<file path="src/rtl/calc_pkg.sv">
// Shared opcode, datapath-select and dispatcher state definitions for the calculator.
package calc_pkg;

    // Opcodes are button indices.
    localparam int unsigned OP_ADD = 0;
    localparam int unsigned OP_SUB = 1;
    localparam int unsigned OP_MUL = 2;
    localparam int unsigned OP_SQR = 3;

    // Legacy two-bit datapath select codes.
    localparam logic [1:0] SEL_UADD = 2'b00;
    localparam logic [1:0] SEL_SADD = 2'b01;
    localparam logic [1:0] SEL_MUL  = 2'b10;
    localparam logic [1:0] SEL_SQR  = 2'b11;

    typedef enum logic [1:0] {
        IDLE  = 2'd0,
        ISSUE = 2'd1,
        WAIT  = 2'd2,
        DONE  = 2'd3
    } disp_state_t;

    // Map an opcode and the signed mode captured with it onto the datapath select.
    // Opcodes past SQR are extension ops and ride on the multiplier path.
    function automatic logic [1:0] decode_sel(input logic [31:0] op, input logic sgd_l);
        logic [1:0] s;
        case (op)
            OP_ADD, OP_SUB: s = sgd_l ? SEL_SADD : SEL_UADD;
            OP_SQR:         s = SEL_SQR;
            default:        s = SEL_MUL;
        endcase
        return s;
    endfunction

endpackage

</file>
<file path="src/rtl/edge_detect.sv">
// Per-bit rising-edge detector for already-debounced button levels.
module edge_detect #(
    parameter int N = 1
) (
    input  logic         clk,
    input  logic         rst,
    input  logic [N-1:0] lvl,
    output logic [N-1:0] rise
);

    logic [N-1:0] lvl_q;

    // History register; reset also loads the live level so a button held
    // through reset is seen as already pressed and never fires.
    always_ff @(posedge clk) begin
        lvl_q <= lvl;
    end

    // A rise is a level that is high now and was low last cycle; nothing fires during reset.
    always_comb begin
        rise = rst ? '0 : (lvl & ~lvl_q);
    end

endmodule

</file>
<file path="src/rtl/op_dispatch.sv">
// Button-press to single-operation dispatcher with one pending slot, start/done
// handshake to the arithmetic unit, result capture and done timeout.
module op_dispatch
    import calc_pkg::*;
#(
    parameter int WIDTH   = 8,
    parameter int NUM_OPS = 4,
    parameter int TIMEOUT = 64,
    localparam int OP_W   = $clog2(NUM_OPS)
) (
    input  logic               clk,
    input  logic               rst,
    input  logic               toggle_sgd,
    input  logic [NUM_OPS-1:0] op_btn,
    input  logic [WIDTH-1:0]   a_in,
    input  logic [WIDTH-1:0]   b_in,
    input  logic               done,
    input  logic [2*WIDTH-1:0] result_in,
    output logic               start,
    output logic [OP_W-1:0]    op_code,
    output logic [1:0]         sel,
    output logic               add_sub,
    output logic               sgd,
    output logic [WIDTH-1:0]   operand_a,
    output logic [WIDTH-1:0]   operand_b,
    output logic               busy,
    output logic [2*WIDTH-1:0] result_out,
    output logic               result_vld,
    output logic               dropped,
    output logic               err
);

    localparam int CNT_W = (TIMEOUT > 1) ? $clog2(TIMEOUT) : 1;
    localparam logic [CNT_W-1:0] TO_LAST = CNT_W'((TIMEOUT > 0) ? TIMEOUT - 1 : 0);

    typedef struct packed {
        logic [OP_W-1:0]  op;
        logic [WIDTH-1:0] a;
        logic [WIDTH-1:0] b;
        logic             sgd;
    } req_t;

    disp_state_t        state, state_nx;
    logic [NUM_OPS-1:0] op_press;
    logic               sgd_press;
    logic [OP_W-1:0]    win_idx;
    logic               any_op, multi;
    req_t               new_req, pend, issue_req;
    logic               pend_vld;
    logic               issue_en, drain, to_fire, drop_full;
    logic [CNT_W-1:0]   cnt;

    edge_detect #(.N(NUM_OPS + 1)) u_edge (
        .clk  (clk),
        .rst  (rst),
        .lvl  ({toggle_sgd, op_btn}),
        .rise ({sgd_press, op_press})
    );

    // Lowest-index press wins; any second simultaneous press is discarded.
    always_comb begin
        win_idx = '0;
        for (int i = NUM_OPS - 1; i >= 0; i--) begin
            if (op_press[i]) win_idx = OP_W'(i);
        end
        any_op  = |op_press;
        multi   = |(op_press & (op_press - NUM_OPS'(1)));
        // sgd register value at the press edge, before any same-edge toggle.
        new_req = '{op: win_idx, a: a_in, b: b_in, sgd: sgd};
    end

    // Issue and slot bookkeeping. IDLE with a full slot only happens when a press
    // landed in DONE with the slot empty; that request is issued from IDLE.
    always_comb begin
        to_fire   = (TIMEOUT != 0) && (state == WAIT) && !done && (cnt == TO_LAST);
        drain     = pend_vld && ((state == DONE) || (state == IDLE));
        issue_en  = drain || ((state == IDLE) && any_op);
        issue_req = pend_vld ? pend : new_req;
        drop_full = any_op && (to_fire || (pend_vld && !drain));
    end

    // State register.
    always_ff @(posedge clk) begin
        if (rst) state <= IDLE;
        else     state <= state_nx;
    end

    // Next-state logic.
    always_comb begin
        state_nx = state;
        case (state)
            IDLE:  if (issue_en) state_nx = ISSUE;
            ISSUE: state_nx = WAIT;
            WAIT: begin
                if (done)         state_nx = DONE;
                else if (to_fire) state_nx = IDLE;
            end
            DONE:  state_nx = pend_vld ? ISSUE : IDLE;
            default: state_nx = IDLE;
        endcase
    end

    // State-decoded handshake outputs.
    always_comb begin
        start      = (state == ISSUE);
        busy       = (state == ISSUE) || (state == WAIT);
        result_vld = (state == DONE);
    end

    // Issued-op registers and decode; these move only when an issue is taken.
    always_ff @(posedge clk) begin
        if (rst) begin
            op_code   <= '0;
            sel       <= '0;
            add_sub   <= 1'b0;
            operand_a <= '0;
            operand_b <= '0;
        end else if (issue_en) begin
            op_code   <= issue_req.op;
            sel       <= decode_sel(32'(issue_req.op), issue_req.sgd);
            add_sub   <= (issue_req.op == OP_W'(OP_SUB));
            operand_a <= issue_req.a;
            operand_b <= (issue_req.op == OP_W'(OP_SQR)) ? issue_req.a : issue_req.b;
        end
    end

    // Pending slot: filled by a press while busy, refilled in the cycle it drains,
    // flushed on timeout.
    always_ff @(posedge clk) begin
        if (rst) begin
            pend     <= '0;
            pend_vld <= 1'b0;
        end else if (to_fire) begin
            pend_vld <= 1'b0;
        end else if (drain) begin
            pend     <= new_req;
            pend_vld <= any_op;
        end else if ((state != IDLE) && any_op && !pend_vld) begin
            pend     <= new_req;
            pend_vld <= 1'b1;
        end
    end

    // Done watchdog: cleared while issuing, counts WAIT cycles.
    always_ff @(posedge clk) begin
        if (rst)                 cnt <= '0;
        else if (state == ISSUE) cnt <= '0;
        else if (state == WAIT)  cnt <= cnt + CNT_W'(1);
    end

    // Mode toggle, result capture, drop pulse and sticky timeout flag.
    always_ff @(posedge clk) begin
        if (rst) begin
            sgd        <= 1'b0;
            result_out <= '0;
            dropped    <= 1'b0;
            err        <= 1'b0;
        end else begin
            if (sgd_press) sgd <= ~sgd;
            if ((state == WAIT) && done) result_out <= result_in;
            dropped <= multi || drop_full;
            if (to_fire)       err <= 1'b1;
            else if (issue_en) err <= 1'b0;
        end
    end

endmodule

</file>
<file path="config.mk">
export PLATFORM = sky130hd
export DESIGN_NAME = op_dispatch
export DESIGN_NICKNAME = d
export VERILOG_FILES = /design/src/rtl/calc_pkg.sv /design/src/rtl/edge_detect.sv /design/src/rtl/op_dispatch.sv
export SDC_FILE = /design/constraint.sdc
export NUM_CORES = 1
export LEC_CHECK = 0
export CAP_MARGIN = 20
export CELL_PAD_IN_SITES_DETAIL_PLACEMENT = 1
export CELL_PAD_IN_SITES_GLOBAL_PLACEMENT = 2
export CORE_UTILIZATION = 28
export DETAILED_ROUTE_END_ITERATION = 12
export GPL_TIMING_DRIVEN = 0
export HOLD_SLACK_MARGIN = 0.03
export PLACE_DENSITY_LB_ADDON = 0.1
export SETUP_SLACK_MARGIN = 0.3
export SYNTH_ARGS = -nofsm -noshare
export SYNTH_HDL_FRONTEND = slang
export SYNTH_HIERARCHICAL = 1
export SYNTH_SLANG_ARGS = --single-unit
</file>
<file path="constraint.sdc">
create_clock -name clk -period 2.5 [get_ports clk]
set_clock_uncertainty 0.1 [all_clocks]
set_input_delay 0.375 -clock clk [delete_from_list [all_inputs] [get_ports clk]]
set_output_delay 0.375 -clock clk [all_outputs]
set_load 0.05 [all_outputs]
</file>
==> metrics.md, run 1 <==
| Metric | Value |
|---|---|
| Mapped cell area | around 0.0032 mm^2 |
| Starting DRT DRC Count | 47 |
| Final Power | 4.84 mW |
| Worst setup EP type | primary output |
| Final Hold Vio Count | 0 |
| Warnings from Yosys | 6 |
| Critical Path RT | a little over 2 ns |
| Pre-antenna DRT Iters | 4 |
| DR DRC count | 0 |
| Synth top area share | 0.457 |
| Clock latency on the worst-skew pair | 0.35 ns |
| Final GP Congestion | around 0.76 |
| Post-Synthesis Cells | 372 |
| Via count | approximately 3100 |
| Slowest stage delay, CP | roughly 0.85 ns |
| Max VDD drop | 0.478 mV |
| Layout overhead on the synthesized area | 51.4% |
| Global-route wire length before repair | 16.2 mm |
| Total Negative Setup Slacks | 0 ns |
| Clock sinks | between 70 and 80 |
| CTS root buffer | clkbuf_8 |
| Worst-Margin Slew | ~0.66 ns |
| # diodes | 0 |
| Register area share after synthesis | 0.457 |
| FP Rows | 38 |
| Syn nets | between 400 and 500 |
| Initial antenna violation count | 0 |
| Share of layout cells above drive strength 1 | 0.188 |
| Dominant synthesized flop cell | dfxtp_1 |
| Hold Buf Count CTS | 0 |
| Met2 Use GR | 0.313 |
| # setup viols final | 0 |
| Avg Inst Size Synth | 8.48 um^2 |
| Leak | 1.75 nW |
| HPWL Detailed | 7.10 mm |
| Setup CP Type | reg -> out |
| Number of I/O pins | between 80 and 90 |
| DIE WIDTH | between 100 and 150 um |
| Initial Utilization | 0.290 |
| Die height | about 110 um |
| Post-route minimum period | 2.12 ns |
| Drt wl/cell | 16.4 um |
| Number of synthesized flops with an enable pin | 0 |
| MaxCap Viol Count | 0 |
| Most common cell in the synthesized netlist | nand2_1 |
| Critical-path cell list | clkdlybuf4s50_1 |
| Cell taking the most area after synthesis | dfxtp_1 |
| Crit start category | register |
| Vias in the first global route | 3172 |
| Core area | ~0.011 mm^2 |
| RSZ-0062 raised after global routing | false |
| Slew headroom | 0.563 |
| Port Buffers | between 80 and 90 |
| Slowest cell on crit path | clkdlybuf4s50_1 |
| Number of synthesized register bits | between 70 and 80 |
| Via density | 4.89 |
| Largest net degree at the start of global routing | 12 |
| Maximum fanout along the worst path | 4 |
| Status | completed |
| Final core utilization | 0.439 |
| Global Route met1 Usage | 0.221 |
| GRT Max-Usage Layer | met2 |
| Synth area leaders | dfxtp_1, nand2_1, a21oi_1 |
| Antenna Nets Post-Route | 0 |
| CP top delay family | buffers and inverters |
| Grt ovf | 0 |
| Worst-path clk slew | around 0.080 ns |
| Die ar. | about 0.012 mm^2 |
| CTS buffer count | 9 |
| WP buf/inv | 1 |
| PD cells | roughly 1000 mW/mm^2 |
| Library cells used by synthesis | 51 |
| CTS tree | built |
| Hold crit path type | in -> reg |
| Ys async rst share | 0 |
| Max Fclk | approximately 470 MHz |
| Critical Path AT | ~1.7 ns |
| CTS max path bufs | 2 |
| Most instantiated cells after synthesis | nand2_1, dfxtp_1, a21oi_1 |
| Met3 Usage GRT | 0.0392 |
| H-tree depth | 3 |
| Final period util | 0.848 |
| Fin. max-slew vios | 0 |
| Routed WL | between 10 and 15 mm |
| Final net count | about 540 |
| Gr usage total | 0.184 |
state kept, by name (all words and copies together), names as in the netlist:
register and count:
pend 19, result_out 16, operand_a 8, operand_b 8, cnt 6, u_edge/lvl_q 5, op_code 2, state 2
add_sub 1, dropped 1, err 1, pend_vld 1, sel 1, sgd 1
metal layers:
metal	routed length (um)	share of wire
met5	0	0
met4	220	0.021
met3	457	0.044
met2	5270	0.50
met1	4500	0.43
layout make-up:
| class | count | area (um^2) |
|---|---|---|
| well taps | 140 | 175 |
| multi-input cells | 269 | 1720 |
| inverters | 4 | 15.0 |
| plain buffers | 27 | 168 |
| clock buffers | 13 | 149 |
| flip-flops and latches | 72 | 1440 |
| fillers | 1289 | 6110 |
| repair buffers | 108 | 1040 |
| clock inverters | 3 | 65.1 |
where the power goes:
part           switching (mW)  internal [mW]  leakage, nW
logic                    1.39          0.907         1.06
clock network           0.444          0.590        0.108
registers               0.142           1.37        0.588
total                    1.98           2.87         1.75
per-stage QoR:
stage / cells / cell area [um^2] / hold slack (ns) / setup slack, ns
6_report: 636 / 4780 / 0.0559 / 0.380
5_1_grt: 636 / 4780 / 0.0417 / 0.290
4_1_cts: 620 / 4540 / 0.359 / 0.249
3_5_place_dp: 594 / 4160 / 0.349 / -0.856
3_3_place_gp: 594 / 4160 / 0.338 / -0.795
2_1_floorplan: 372 / 3160 / 0.303 / 0.318
cell families after synthesis:
logic type | after synthesis | share of synthesized area
xor+xnor | 5 | 0.0139
buf+inv | 31 | 0.0460
flops | 72 | 0.457
mux | 14 | 0.0464
simple gates | 146 | 0.210
fa+ha+maj | 6 | 0.0238
compound gates | 98 | 0.203
final timing paths:
| check | startpoint | to | slack [ns] | cells after the start |
|---|---|---|---|---|
| worst max-delay path | sgd | sgd | 0.38 | 1 |
| worst min-delay path | op_btn[3] | u_edge/lvl_q[3] | 0.06 | 1 |
| worst max register to register | u_edge/lvl_q[2] | operand_b[2] | 0.44 | 7 |
| worst min register to register | result_out[7] | result_out[7] | 0.36 | 2 |
what timing repair did:
item	4_1_cts	5_1_grt
resized for setup	28	33
gates cloned	0	1
pin swaps	8	12
endpoints found under the setup margin	55	51
buffers inserted	10	15
hold endpoints to repair	0	0
layout by cell type (no fill, tap or decap), types with 6 or more instances in the layout:
| master | instances |
|---|---|
| a211oi_1 | 11 |
| a21oi_1 | 50 |
| buf_2 | 6 |
| buf_4 | 28 |
| clkbuf_1 | 12 |
| clkbuf_8 | 10 |
| clkdlybuf4s50_1 | 74 |
| dfxtp_1 | 72 |
| mux2i_1 | 9 |
| nand2_1 | 85 |
| nor2_1 | 23 |
| o22a_1 | 6 |
(Power assumes the default switching activity.)
==> run 2, diff against run 1 <==
--- a/config.mk
+++ b/config.mk
@@ -8,7 +8,7 @@
 export CAP_MARGIN = 20
 export CELL_PAD_IN_SITES_DETAIL_PLACEMENT = 1
 export CELL_PAD_IN_SITES_GLOBAL_PLACEMENT = 2
-export CORE_UTILIZATION = 28
+export CORE_UTILIZATION = 25
 export DETAILED_ROUTE_END_ITERATION = 12
 export GPL_TIMING_DRIVEN = 0
 export HOLD_SLACK_MARGIN = 0.03
==> constraint.sdc (replaced) <==
create_clock -name clk -period 1.87 [get_ports clk]
set_clock_uncertainty 0.1 [all_clocks]
set_input_delay 0.2805 -clock clk [delete_from_list [all_inputs] [get_ports clk]]
set_output_delay 0.2805 -clock clk [all_outputs]
set_load 0.05 [all_outputs]
==> run 2 against run 1 <==
Largest power group unchanged; clock-buffer cell count is 1 higher; global-route usage is 0.29 points higher; clock power is 79% higher; combinational power is 97% higher; wire length is 14% higher; cell count is 8.2% higher; first-iteration DRC count is 140% higher; non-clock buffer count is 23 higher; final area is 25% higher; critical endpoint is now pend[9]; the run now ends with setup timing left; worst hold slack better by 0.022 ns; power is 75% higher.
==> metrics.md, run 2 (synthesis gave the netlist of run 1 again) <==
| Metric | Value |
|---|---|
| WP buf/inv | 6 (+5) |
| Die height | 114 um (+5.7%) |
| # setup viols final | 35 (+35) |
| CTS buffer count | 9 (unchanged) |
| MaxCap Viol Count | 0 (unchanged) |
| H-tree depth | 3 (unchanged) |
| # diodes | 0 (unchanged) |
| Clock sinks | 72 (unchanged) |
| Max VDD drop | 0.642 mV (+34%) |
| Share of layout cells above drive strength 1 | 0.529 (+0.341) |
| CP top delay family | buffers and inverters |
| Hold crit path type | in -> reg |
| Worst-path clk slew | 0.06 ns (-0.02 ns) |
| HPWL Detailed | 7.25 mm (+2.0%) |
| Layout overhead on the synthesized area | 89.7% |
| Final net count | 561 (+4.5%) |
| Hold path cells | 1 (unchanged) |
| Top reg by flops | pend |
| Slew headroom | 0.493 (-0.0705) |
| DR DRC count | 0 (unchanged) |
| Initial Utilization | 0.259 (-0.0304) |
| R2R Setup Slk | -0.24 ns (-0.68 ns) |
| Global-route wire length before repair | 18.1 mm (+11%) |
| Via density | 4.75 (-2.9%) |
| Port Buffers | 82 (unchanged) |
| Grt ovf | 0 (unchanged) |
| Commonest cells after routing, fill and taps aside | dfxtp_1, nand2_1, clkdlybuf4s50_1 |
| Total Negative Setup Slacks | -4.94 ns (-4.94 ns) |
| Final Hold Vio Count | 0 (unchanged) |
| Via count | 3266 (+5.0%) |
| Routed WL | 12.0 mm (+14%) |
| Final core utilization | 0.492 (+0.0533) |
| Final period util | 1.13 |
| CP most frequent cell | buf_6 |
| Multi-input logic area | 0.00235 mm^2 (+36%) |
| Failing checks | setup timing |
| Vias in the first global route | 3350 (+5.6%) |
| Leak | 2.27 nW (+29%) |
| Worst setup EP type | register |
| Status | finished, violations left |
| Max Fclk | about 470 MHz |
| Pre-antenna DRT Iters | 4 (unchanged) |
| Setup CP Type | reg -> reg |
| RSZ-0062 raised after global routing | true |
| Critical-path cell list | nor3b_4 -> buf_4 -> buf_6 -> buf_6 -> nor4_4 -> o31ai_2 -> nor2b_2 -> buf_6 -> buf_6 -> buf_8 -> nand2_1 -> a21oi_1 |
| Max reg flops | 19 (unchanged) |
| Top Registers | pend x19, result_out x16 |
| Drt wl/cell | 17.4 um (+5.8%) |
| Filler cells | 1367 (+6.1%) |
| Hold endpoint | u_edge/lvl_q[1] |
| Maximum fanout along the worst path | 6 (+2) |
| Initial antenna violation count | 0 (unchanged) |
| FP Rows | 40 (+5.3%) |
| Commonest non-fill, non-tap cell in the layout | dfxtp_1 |
| Critical Path RT | 2.03 ns (about the same) |
| Gr usage total | 0.187 (+0.00292) |
| Largest net degree at the start of global routing | 12 (unchanged) |
| Hold WS | 0.0776 ns (+0.0216 ns) |
| Critical Path AT | 2.27 ns (+0.62 ns) |
| Number of I/O pins | 83 (unchanged) |
| CTS max path bufs | 2 (unchanged) |
| Antenna Nets Post-Route | 0 (unchanged) |
| PD cells | 1410 mW/mm^2 (+39%) |
| Slowest cell on crit path | dfxtp_2 |
| Clock latency on the worst-skew pair | 0.34 ns (about the same) |
| Slowest stage delay, CP | 0.33 ns (-0.52 ns) |
| R2R cell count | 12 (+5) |
| Starting DRT DRC Count | 112 (+140%) |
| Worst-Margin Slew | 0.761 ns (+0.106 ns) |
| Crit start category | register |
| Area after DPL | 0.00428 mm^2 (+2.9%) |
| Die ar. | 0.0131 mm^2 (+12%) |
| Worst reg2reg endpoint | pend[9] |
| Final GP Congestion | 0.713 (-6.1%) |
| DIE WIDTH | 114 um (+5.7%) |
| Non-Filler Instances | 688 (+8.2%) |
| Core area | 0.0122 mm^2 (+12%) |
| Hold Startpoint | op_btn[1] |
| Placed Instances | 622 (+4.7%) |
| CTS root buffer | clkbuf_16 |
| CTS tree | built |
| PnR worst setup slack | -0.238 ns (-0.617 ns) |
| Final instance area | 0.00599 mm^2 (+25%) |
| R2r startpoint | u_edge/lvl_q[2] |
| Fin. max-slew vios | 0 (unchanged) |
| FF/Latch Area | 0.00145 mm^2 (+0.78%) |
| Post-route minimum period | 2.11 ns |
-- run 2: cell count changes in the layout (fill, tap and decap cells not counted), moves of 13 or more --
cell             previous run  this run
clkbuf_2                    3        17
nand2_2                     1        14
buf_6                       5        23
clkdlybuf4s50_1            74        34
a21oi_1                    50        21
nand2_4                     1        26
clkdlybuf4s15_2             1        24
a21oi_2                     1        30
nand2_1                    85        46
-- run 2: worst max path at each step --
| stage | to | depth (start not counted) | from |
|---|---|---|---|
| 2_1_floorplan | operand_b[0] | 7 | u_edge/lvl_q[2] |
| 3_3_place_gp | pend[6] | 9 | rst |
| 3_5_place_dp | pend[7] | 9 | rst |
| 4_1_cts | operand_b[2] | 7 | u_edge/lvl_q[2] |
| 5_1_grt | pend[10] | 12 | u_edge/lvl_q[2] |
| 6_report | pend[9] | 12 | u_edge/lvl_q[2] |
-- run 2: area by class of cell --
| class | instances | area share |
|---|---|---|
| well taps | 168 | 0.0351 |
| clock buffers | 14 | 0.0474 |
| flip-flops and latches | 72 | 0.243 |
| plain buffers | 27 | 0.0418 |
| clock inverters | 2 | 0.00585 |
| repair buffers | 131 | 0.230 |
| multi-input cells | 270 | 0.393 |
| inverters | 4 | 0.00376 |
-- run 2: what timing repair did --
item,in CTS,in global routing
pin swaps,28,41
cloned,8,0
hold buffers,0,1
setup buffers,37,4
endpoints found under the setup margin,110,79
endpoints found under the hold margin,0,1
resized for setup,252,144
-- run 2: through the flow --
stage               power (mW)  setup WS [ns]
CTS                       7.93         -0.236
floorplan                 4.01       -0.00250
finish                    8.46         -0.238
global placement          4.87          -1.06
global route              8.87         -0.319
detailed placement        4.90          -1.12
-- run 2: power by group --
part           total, mW  switching, mW  internal (mW)  leakage, nW
Clock               1.84          0.660           1.18        0.159
Combinational       4.52           2.47           2.05         1.52
Sequential          2.11          0.264           1.85        0.589
-- run 2: routing by layer --
layer,vias up,global-route usage,wire [um]
li1,1588,-,-
met1,1614,0.224,5190
met4,0,0.0545,99
met5,-,0,0
met3,7,0.0434,456
met2,57,0.331,6210
==> run 3, diff against run 2 <==
--- a/config.mk
+++ b/config.mk
@@ -14,6 +14,7 @@
 export HOLD_SLACK_MARGIN = 0.03
 export PLACE_DENSITY_LB_ADDON = 0.1
 export SETUP_SLACK_MARGIN = 0.3
+export SLEW_MARGIN = 30
 export SYNTH_ARGS = -nofsm -noshare
 export SYNTH_HDL_FRONTEND = slang
 export SYNTH_HIERARCHICAL = 1
==> results of run 3 <==
Final layout, timing and power as in run 2 (identical DEF).
